### src/rtl/cpu_pkg.sv
// Shared fetch-path types: bus widths, fetch FSM states and the buffered instruction record.
package cpu_pkg;

  localparam int unsigned ADDR_WIDTH = 8;
  localparam int unsigned LINE_WIDTH = 8;

  typedef enum logic [1:0] {
    IDLE      = 2'd0,
    FETCH_OP  = 2'd1,
    FETCH_ARG = 2'd2
  } fetch_state_t;

  typedef struct packed {
    logic [ADDR_WIDTH-1:0] pc;
    logic [LINE_WIDTH-1:0] opcode;
    logic [LINE_WIDTH-1:0] operand;
  } fetch_entry_t;

endpackage

### src/rtl/instruction_fetch_if.sv
// Fetch-stage bus: memory read port, branch redirect and the decode valid/ready handshake.
interface instruction_fetch_if;
  import cpu_pkg::*;

  logic                  fetch_enable;
  logic [ADDR_WIDTH-1:0] mem_read_address;
  logic [LINE_WIDTH-1:0] mem_read_data;
  logic                  redirect_valid;
  logic [ADDR_WIDTH-1:0] redirect_pc;
  logic                  instr_valid;
  logic                  instr_ready;
  logic [LINE_WIDTH-1:0] instr_opcode;
  logic [LINE_WIDTH-1:0] instr_operand;
  logic [ADDR_WIDTH-1:0] instr_pc;

  modport master (
    input  fetch_enable,
    output mem_read_address,
    input  mem_read_data,
    input  redirect_valid,
    input  redirect_pc,
    output instr_valid,
    input  instr_ready,
    output instr_opcode,
    output instr_operand,
    output instr_pc
  );

  modport slave (
    output fetch_enable,
    input  mem_read_address,
    output mem_read_data,
    output redirect_valid,
    output redirect_pc,
    input  instr_valid,
    output instr_ready,
    input  instr_opcode,
    input  instr_operand,
    input  instr_pc
  );

endinterface

### src/rtl/fetch_fifo.sv
// Synchronous instruction buffer with flush; head reads as zero while empty.
module fetch_fifo
  import cpu_pkg::*;
#(
  parameter int unsigned Depth = 2
) (
  input  logic                     clk_i,
  input  logic                     reset_ni,
  input  logic                     push_i,
  input  logic                     pop_i,
  input  logic                     flush_i,
  input  fetch_entry_t             data_i,
  output fetch_entry_t             data_o,
  output logic                     full_o,
  output logic                     empty_o,
  output logic [$clog2(Depth):0]   count_o
);

  localparam int unsigned PtrW = $clog2(Depth);
  localparam logic [PtrW:0] DepthCnt = (PtrW + 1)'(Depth);

  fetch_entry_t    mem_q [Depth];
  logic [PtrW-1:0] wr_ptr_q, wr_ptr_d;
  logic [PtrW-1:0] rd_ptr_q, rd_ptr_d;
  logic [PtrW:0]   count_q, count_d;
  logic            do_push, do_pop;

  assign full_o  = (count_q == DepthCnt);
  assign empty_o = (count_q == '0);
  assign count_o = count_q;
  assign data_o  = empty_o ? '0 : mem_q[rd_ptr_q];

  // A push into a full buffer is legal when the head leaves in the same cycle.
  assign do_pop  = pop_i & ~empty_o;
  assign do_push = push_i & (~full_o | do_pop);

  always_comb begin
    wr_ptr_d = wr_ptr_q;
    rd_ptr_d = rd_ptr_q;
    count_d  = count_q;
    if (flush_i) begin
      wr_ptr_d = '0;
      rd_ptr_d = '0;
      count_d  = '0;
    end else begin
      if (do_push) wr_ptr_d = wr_ptr_q + 1'b1;
      if (do_pop)  rd_ptr_d = rd_ptr_q + 1'b1;
      case ({do_push, do_pop})
        2'b10:   count_d = count_q + 1'b1;
        2'b01:   count_d = count_q - 1'b1;
        default: count_d = count_q;
      endcase
    end
  end

  always_ff @(posedge clk_i) begin
    if (!reset_ni) begin
      wr_ptr_q <= '0;
      rd_ptr_q <= '0;
      count_q  <= '0;
    end else begin
      wr_ptr_q <= wr_ptr_d;
      rd_ptr_q <= rd_ptr_d;
      count_q  <= count_d;
    end
  end

  always_ff @(posedge clk_i) begin
    if (do_push && !flush_i) mem_q[wr_ptr_q] <= data_i;
  end

endmodule

### src/rtl/instruction_fetch.sv
// Fetch stage: reads opcode/operand byte pairs from memory and queues them toward decode.
module instruction_fetch
  import cpu_pkg::*;
#(
  parameter logic [ADDR_WIDTH-1:0] RESET_PC   = 8'h00,
  parameter int unsigned           FIFO_DEPTH = 2
) (
  input  logic                clk,
  input  logic                reset_n,
  instruction_fetch_if.master fetch_io
);

  fetch_state_t               state_q, state_d;
  logic [ADDR_WIDTH-1:0]      pc_q, pc_d;
  logic [LINE_WIDTH-1:0]      opcode_q, opcode_d;

  fetch_entry_t               push_entry, head_entry;
  logic                       fifo_push, fifo_pop, fifo_full, fifo_empty, fifo_space;
  logic [$clog2(FIFO_DEPTH):0] fifo_count;

  // A pop coinciding with a redirect is dropped along with the flushed contents.
  assign fifo_pop   = ~fifo_empty & fetch_io.instr_ready & ~fetch_io.redirect_valid;
  assign fifo_space = ~fifo_full | fifo_pop;
  assign push_entry = '{pc: pc_q, opcode: opcode_q, operand: fetch_io.mem_read_data};

  always_comb begin
    state_d   = state_q;
    pc_d      = pc_q;
    opcode_d  = opcode_q;
    fifo_push = 1'b0;
    if (fetch_io.redirect_valid) begin
      pc_d     = fetch_io.redirect_pc;
      opcode_d = '0;
      state_d  = fetch_io.fetch_enable ? FETCH_OP : IDLE;
    end else begin
      unique case (state_q)
        IDLE: begin
          if (fetch_io.fetch_enable) state_d = FETCH_OP;
        end
        FETCH_OP: begin
          if (fetch_io.fetch_enable) begin
            opcode_d = fetch_io.mem_read_data;
            state_d  = FETCH_ARG;
          end else begin
            state_d = IDLE;
          end
        end
        FETCH_ARG: begin
          // Without buffer space the operand read simply repeats next cycle.
          if (fifo_space) begin
            fifo_push = 1'b1;
            pc_d      = pc_q + ADDR_WIDTH'(2);
            state_d   = fetch_io.fetch_enable ? FETCH_OP : IDLE;
          end
        end
        default: state_d = IDLE;
      endcase
    end
  end

  always_ff @(posedge clk) begin
    if (!reset_n) begin
      state_q  <= IDLE;
      pc_q     <= RESET_PC;
      opcode_q <= '0;
    end else begin
      state_q  <= state_d;
      pc_q     <= pc_d;
      opcode_q <= opcode_d;
    end
  end

  assign fetch_io.mem_read_address = (state_q == FETCH_ARG) ? pc_q + ADDR_WIDTH'(1) : pc_q;

  fetch_fifo #(
    .Depth (FIFO_DEPTH)
  ) u_fetch_fifo (
    .clk_i    (clk),
    .reset_ni (reset_n),
    .push_i   (fifo_push),
    .pop_i    (fifo_pop),
    .flush_i  (fetch_io.redirect_valid),
    .data_i   (push_entry),
    .data_o   (head_entry),
    .full_o   (fifo_full),
    .empty_o  (fifo_empty),
    .count_o  (fifo_count)
  );

  assign fetch_io.instr_valid   = ~fifo_empty;
  assign fetch_io.instr_pc      = head_entry.pc;
  assign fetch_io.instr_opcode  = head_entry.opcode;
  assign fetch_io.instr_operand = head_entry.operand;

  a_count_bound: assert property (@(posedge clk) disable iff (!reset_n)
    int'(fifo_count) <= int'(FIFO_DEPTH));

endmodule
### src/flat_wrapper.sv
// flat-port wrapper written by rule: the top's interface ports become plain ports
module instruction_fetch_flat import cpu_pkg::*;
#(
  parameter logic [ADDR_WIDTH-1:0] RESET_PC   = 8'h00,
  parameter int unsigned           FIFO_DEPTH = 2
)
  (clk, reset_n, fetch_io_fetch_enable, fetch_io_mem_read_address, fetch_io_mem_read_data, fetch_io_redirect_valid, fetch_io_redirect_pc, fetch_io_instr_valid, fetch_io_instr_ready, fetch_io_instr_opcode, fetch_io_instr_operand, fetch_io_instr_pc);
  instruction_fetch_if fetch_io_i ();
  input  logic clk;
  input  logic reset_n;
  input wire logic [$bits(fetch_io_i.fetch_enable)-1:0] fetch_io_fetch_enable;
  output wire logic [$bits(fetch_io_i.mem_read_address)-1:0] fetch_io_mem_read_address;
  input wire logic [$bits(fetch_io_i.mem_read_data)-1:0] fetch_io_mem_read_data;
  input wire logic [$bits(fetch_io_i.redirect_valid)-1:0] fetch_io_redirect_valid;
  input wire logic [$bits(fetch_io_i.redirect_pc)-1:0] fetch_io_redirect_pc;
  output wire logic [$bits(fetch_io_i.instr_valid)-1:0] fetch_io_instr_valid;
  input wire logic [$bits(fetch_io_i.instr_ready)-1:0] fetch_io_instr_ready;
  output wire logic [$bits(fetch_io_i.instr_opcode)-1:0] fetch_io_instr_opcode;
  output wire logic [$bits(fetch_io_i.instr_operand)-1:0] fetch_io_instr_operand;
  output wire logic [$bits(fetch_io_i.instr_pc)-1:0] fetch_io_instr_pc;
  assign fetch_io_i.fetch_enable = fetch_io_fetch_enable;
  assign fetch_io_mem_read_address = fetch_io_i.mem_read_address;
  assign fetch_io_i.mem_read_data = fetch_io_mem_read_data;
  assign fetch_io_i.redirect_valid = fetch_io_redirect_valid;
  assign fetch_io_i.redirect_pc = fetch_io_redirect_pc;
  assign fetch_io_instr_valid = fetch_io_i.instr_valid;
  assign fetch_io_i.instr_ready = fetch_io_instr_ready;
  assign fetch_io_instr_opcode = fetch_io_i.instr_opcode;
  assign fetch_io_instr_operand = fetch_io_i.instr_operand;
  assign fetch_io_instr_pc = fetch_io_i.instr_pc;
  instruction_fetch #(.RESET_PC(RESET_PC), .FIFO_DEPTH(FIFO_DEPTH)) u_core (.clk(clk), .reset_n(reset_n), .fetch_io(fetch_io_i));
endmodule
### config.mk
export PLATFORM = sky130hd
export DESIGN_NAME = instruction_fetch_flat
export DESIGN_NICKNAME = d
export VERILOG_FILES = /design/src/rtl/cpu_pkg.sv /design/src/rtl/instruction_fetch_if.sv /design/src/rtl/fetch_fifo.sv /design/src/rtl/instruction_fetch.sv /design/src/flat_wrapper.sv
export SDC_FILE = /design/constraint.sdc
export NUM_CORES = 1
export LEC_CHECK = 0
export CAP_MARGIN = 20
export CORE_UTILIZATION = 54
export CTS_BUF_LIST = sky130_fd_sc_hd__clkbuf_8
export DETAILED_ROUTE_END_ITERATION = 8
export PLACE_DENSITY = 0.81
export SLEW_MARGIN = 20
export SYNTH_ARGS = -nofsm -noshare
export SYNTH_HDL_FRONTEND = slang
export SYNTH_SLANG_ARGS = --single-unit
### constraint.sdc
create_clock -name clk -period 3.22 [get_ports clk]
set_input_delay 0.805 -clock clk [delete_from_list [all_inputs] [get_ports clk]]
set_output_delay 0.805 -clock clk [all_outputs]
set_load 0.05 [all_outputs]
==> flow_summary.ini <==
[timing]
max_freq_ghz = 0.3276
hold_ws_ps = 447.3
fin_skew_ps = 8.720
hold_viol = 0
max-slew-margin-rel_pct = 54.56
period_share_pct = 94.79
setup_viol = 0
rsz0062_at_grt = false
tns_ps = 0
finalCriticalPeriod_ps = 3052
worstMarginPinSlew_ps = 679.6
final-max-slew-violation-count = 0

[synth]
ys_ff_latch = 71
syn_avg_cell_area_um2 = 12.94
yosysTopAreaCellShare_pct = 48.63
ys_seq_area_share_pct = 64.16
synth_cell_types = 28
syn_inst = 229
syn_nets = 253
yosys.area.top_type = edfxtp_1
synth_area_um2 = 2964
yosys-top-cells-area = edfxtp_1, dfxtp_1, mux2i_1, nor2_1, xnor2_1
yosysWarningCount = 0

[job]
cap_violations = 0

[setup_path]
r2r_setup_slack_ps = 990
endpoint_kind = output port
r2r-start = u_core.u_fetch_fifo.count_o[1]$_SDFFE_PP0P_
critPathLaunchType = flop
worstPathCellList = nor2b_1 -> nand3_1 -> xnor2_1 -> clkdlybuf4s50_1
max_stage_delay_ps = 830
path_class = reg -> out
cp.arrival_ps = 2250
cp_max_fo = 6
startpoint = u_core.state_q[1]$_SDFFE_PN0P_
critical-path-top-delay-family = buffers and inverters
cp.required_ps = 2410
crit_slowest_cell = clkdlybuf4s50_1
timing.critical_path.buf_inv = 1

[die]
die_h_um = 76.09
ios = 54
initial_core_util_pct = 56.95
die_w_um = 76.09
core_um2 = 5205
row_count = 26
dieArea_um2 = 5790

[drt]
vias_per_cell = 5.366
dr.pass1.iters = 4
wl_per_cell_um = 15.59
remaining_drc_errors = 0
ant_nets = 0
vias = 1937
drt-total-wl_um = 5627
drt_iter0_markers = 147

[cells_and_area]
fillers = 338
mostFrequentLayoutCells = edfxtp_1, nor2_1, mux2i_1
finalNetCount = 311
syn2layout_area_growth_pct = 34.02
stdcell_area_um2 = 3973
antenna_cells = 0
drive_above_1_share_pct = 16.15
layout_commonest_cell = edfxtp_1

[global_routing]
grt_max_degree = 26
grt_pass1_vias = 1904
grt_pass1_wl_um = 9294
track_usage_pct = 21.44
overflow = 0
antenna_found_initial = 0

[power]
peakVddDrop_uv = 408.8
p_leak_nw = 1.417
p_per_area_nw_per_um2 = 422.9
finalPower_w = 0.001680

[placed_design]
dp_hpwl_um = 3744
numPortBuffers = 53
gp_congestion = 0.8199
place_area_um2 = 3817

[clock_network]
cts_buffers = 9
htreeDepth = 3
hold_buffers = 0
root_buffer = clkbuf_8
clk_latency_ps = 340
clock_sink_count = 71
clock_path_buffers = 2
cts_tree = yes
clk_pin_slew_ps = 70

[status]
status = finished clean

[hold_path]
hold_path_class = reg -> reg
holdCritStartpoint = u_core.opcode_q[0]$_SDFFE_PP0P_
[worst paths after layout]
kind | cells after the start | end
setup / recovery | 4 | fetch_io_mem_read_address[3]
hold / removal | 0 | u_core.u_fetch_fifo.mem_q[1][8]$_DFFE_PP_
setup reg to reg | 6 | u_core.u_fetch_fifo.count_o[1]$_SDFFE_PP0P_
hold reg to reg | 0 | u_core.u_fetch_fifo.mem_q[1][8]$_DFFE_PP_
[worst register-to-register path, delay by kind of cell, from the launching register on]
family                   cells  cell delay [ps]
AO/OA/AOI/OAI                1              140
flip-flops                   1              440
adder cells (fa/ha/maj)      1              300
AND/OR/NAND/NOR              4             1280
[area by class of cell]
type / count / area (um2) / area share (%)
inverters: 3 / 11.26 / 0.2835
repair buffers: 57 / 803.3 / 20.22
clock inverters: 6 / 23.77 / 0.5984
clock buffers: 9 / 123.9 / 3.118
flip-flops and latches: 71 / 1902 / 47.87
multi-input cells: 145 / 1021 / 25.70
well taps: 70 / 87.58 / 2.205
[stage by stage]
step | std cells | util [%] | setup WS [ps]
final | 361 | 76.32 | 167.6
after global placement | 346 | 73.34 | 375.7
after floorplan | 229 | - | 560.5
after global routing | 361 | 76.32 | 65.39
after CTS | 361 | 76.13 | 11.88
after detailed placement | 346 | 73.34 | 315.6
[flip-flops by register name (all words and copies together), names as in the netlist, named ones only]
signal,cells
u_core.u_fetch_fifo.count_o,2
u_core.u_fetch_fifo.mem_q,48
u_core.state_q,2
u_core.u_fetch_fifo.wr_ptr_q,1
u_core.opcode_q,8
u_core.pc_q,8
u_core.u_fetch_fifo.rd_ptr_q,1
[cell families (layout without fill, tap and decap cells)]
group | Yosys count | count (layout) | share of synthesized area, %
fa+ha+maj | 3 | 3 | 1.266
flops | 71 | 71 | 64.16
simple gates | 67 | 67 | 10.26
buf+inv | 13 | 75 | 1.815
xor+xnor | 16 | 16 | 4.728
mux | 34 | 34 | 11.48
compound gates | 25 | 25 | 6.289
[synthesized netlist by cell type (all sizes together)]
| cell | count |
|---|---|
| nor2 | 42 |
| xnor2 | 11 |
| inv | 3 |
| nor3b | 1 |
| xor2 | 5 |
| edfxtp | 48 |
| buf | 4 |
| nand2b | 2 |
| nand4 | 2 |
| nand3b | 1 |
| clkbuf | 6 |
| o211a | 1 |
| a211oi | 3 |
| dfxtp | 23 |
| mux2i | 34 |
| nor2b | 4 |
| or3 | 2 |
| a21oi | 10 |
| ha | 3 |
| nand2 | 9 |
| nor3 | 1 |
| a2111oi | 2 |
| nand3 | 3 |
| o21ai | 9 |
[per-layer routing]
metal / up-vias / track usage, % / part of all wire, %
met2: 53 / 36.00 / 53
li1: 932 / - / -
met4: 0 / 9.231 / 1.4
met1: 946 / 26.59 / 41
met3: 6 / 5.030 / 4.4
met5: - / 0 / 0
[repair_timing]
item | 4_1_cts | 5_1_grt
setup endpoints to repair | 2 | 2
hold endpoints to repair | 0 | 0
cloned | 0 | 0
gates resized for setup | 2 | 2
buffers inserted | 0 | 0
[power by group]
group	switching, W	total (W)	internal [W]	leakage, nW
logic	0.0000657	0.000120	0.0000540	0.700
registers	0.0000170	0.000998	0.000981	0.626
clock network	0.000302	0.000563	0.000260	0.0915
total	0.000385	0.00168	0.00130	1.42
No activity file was read; power rests on OpenSTA's default activity.
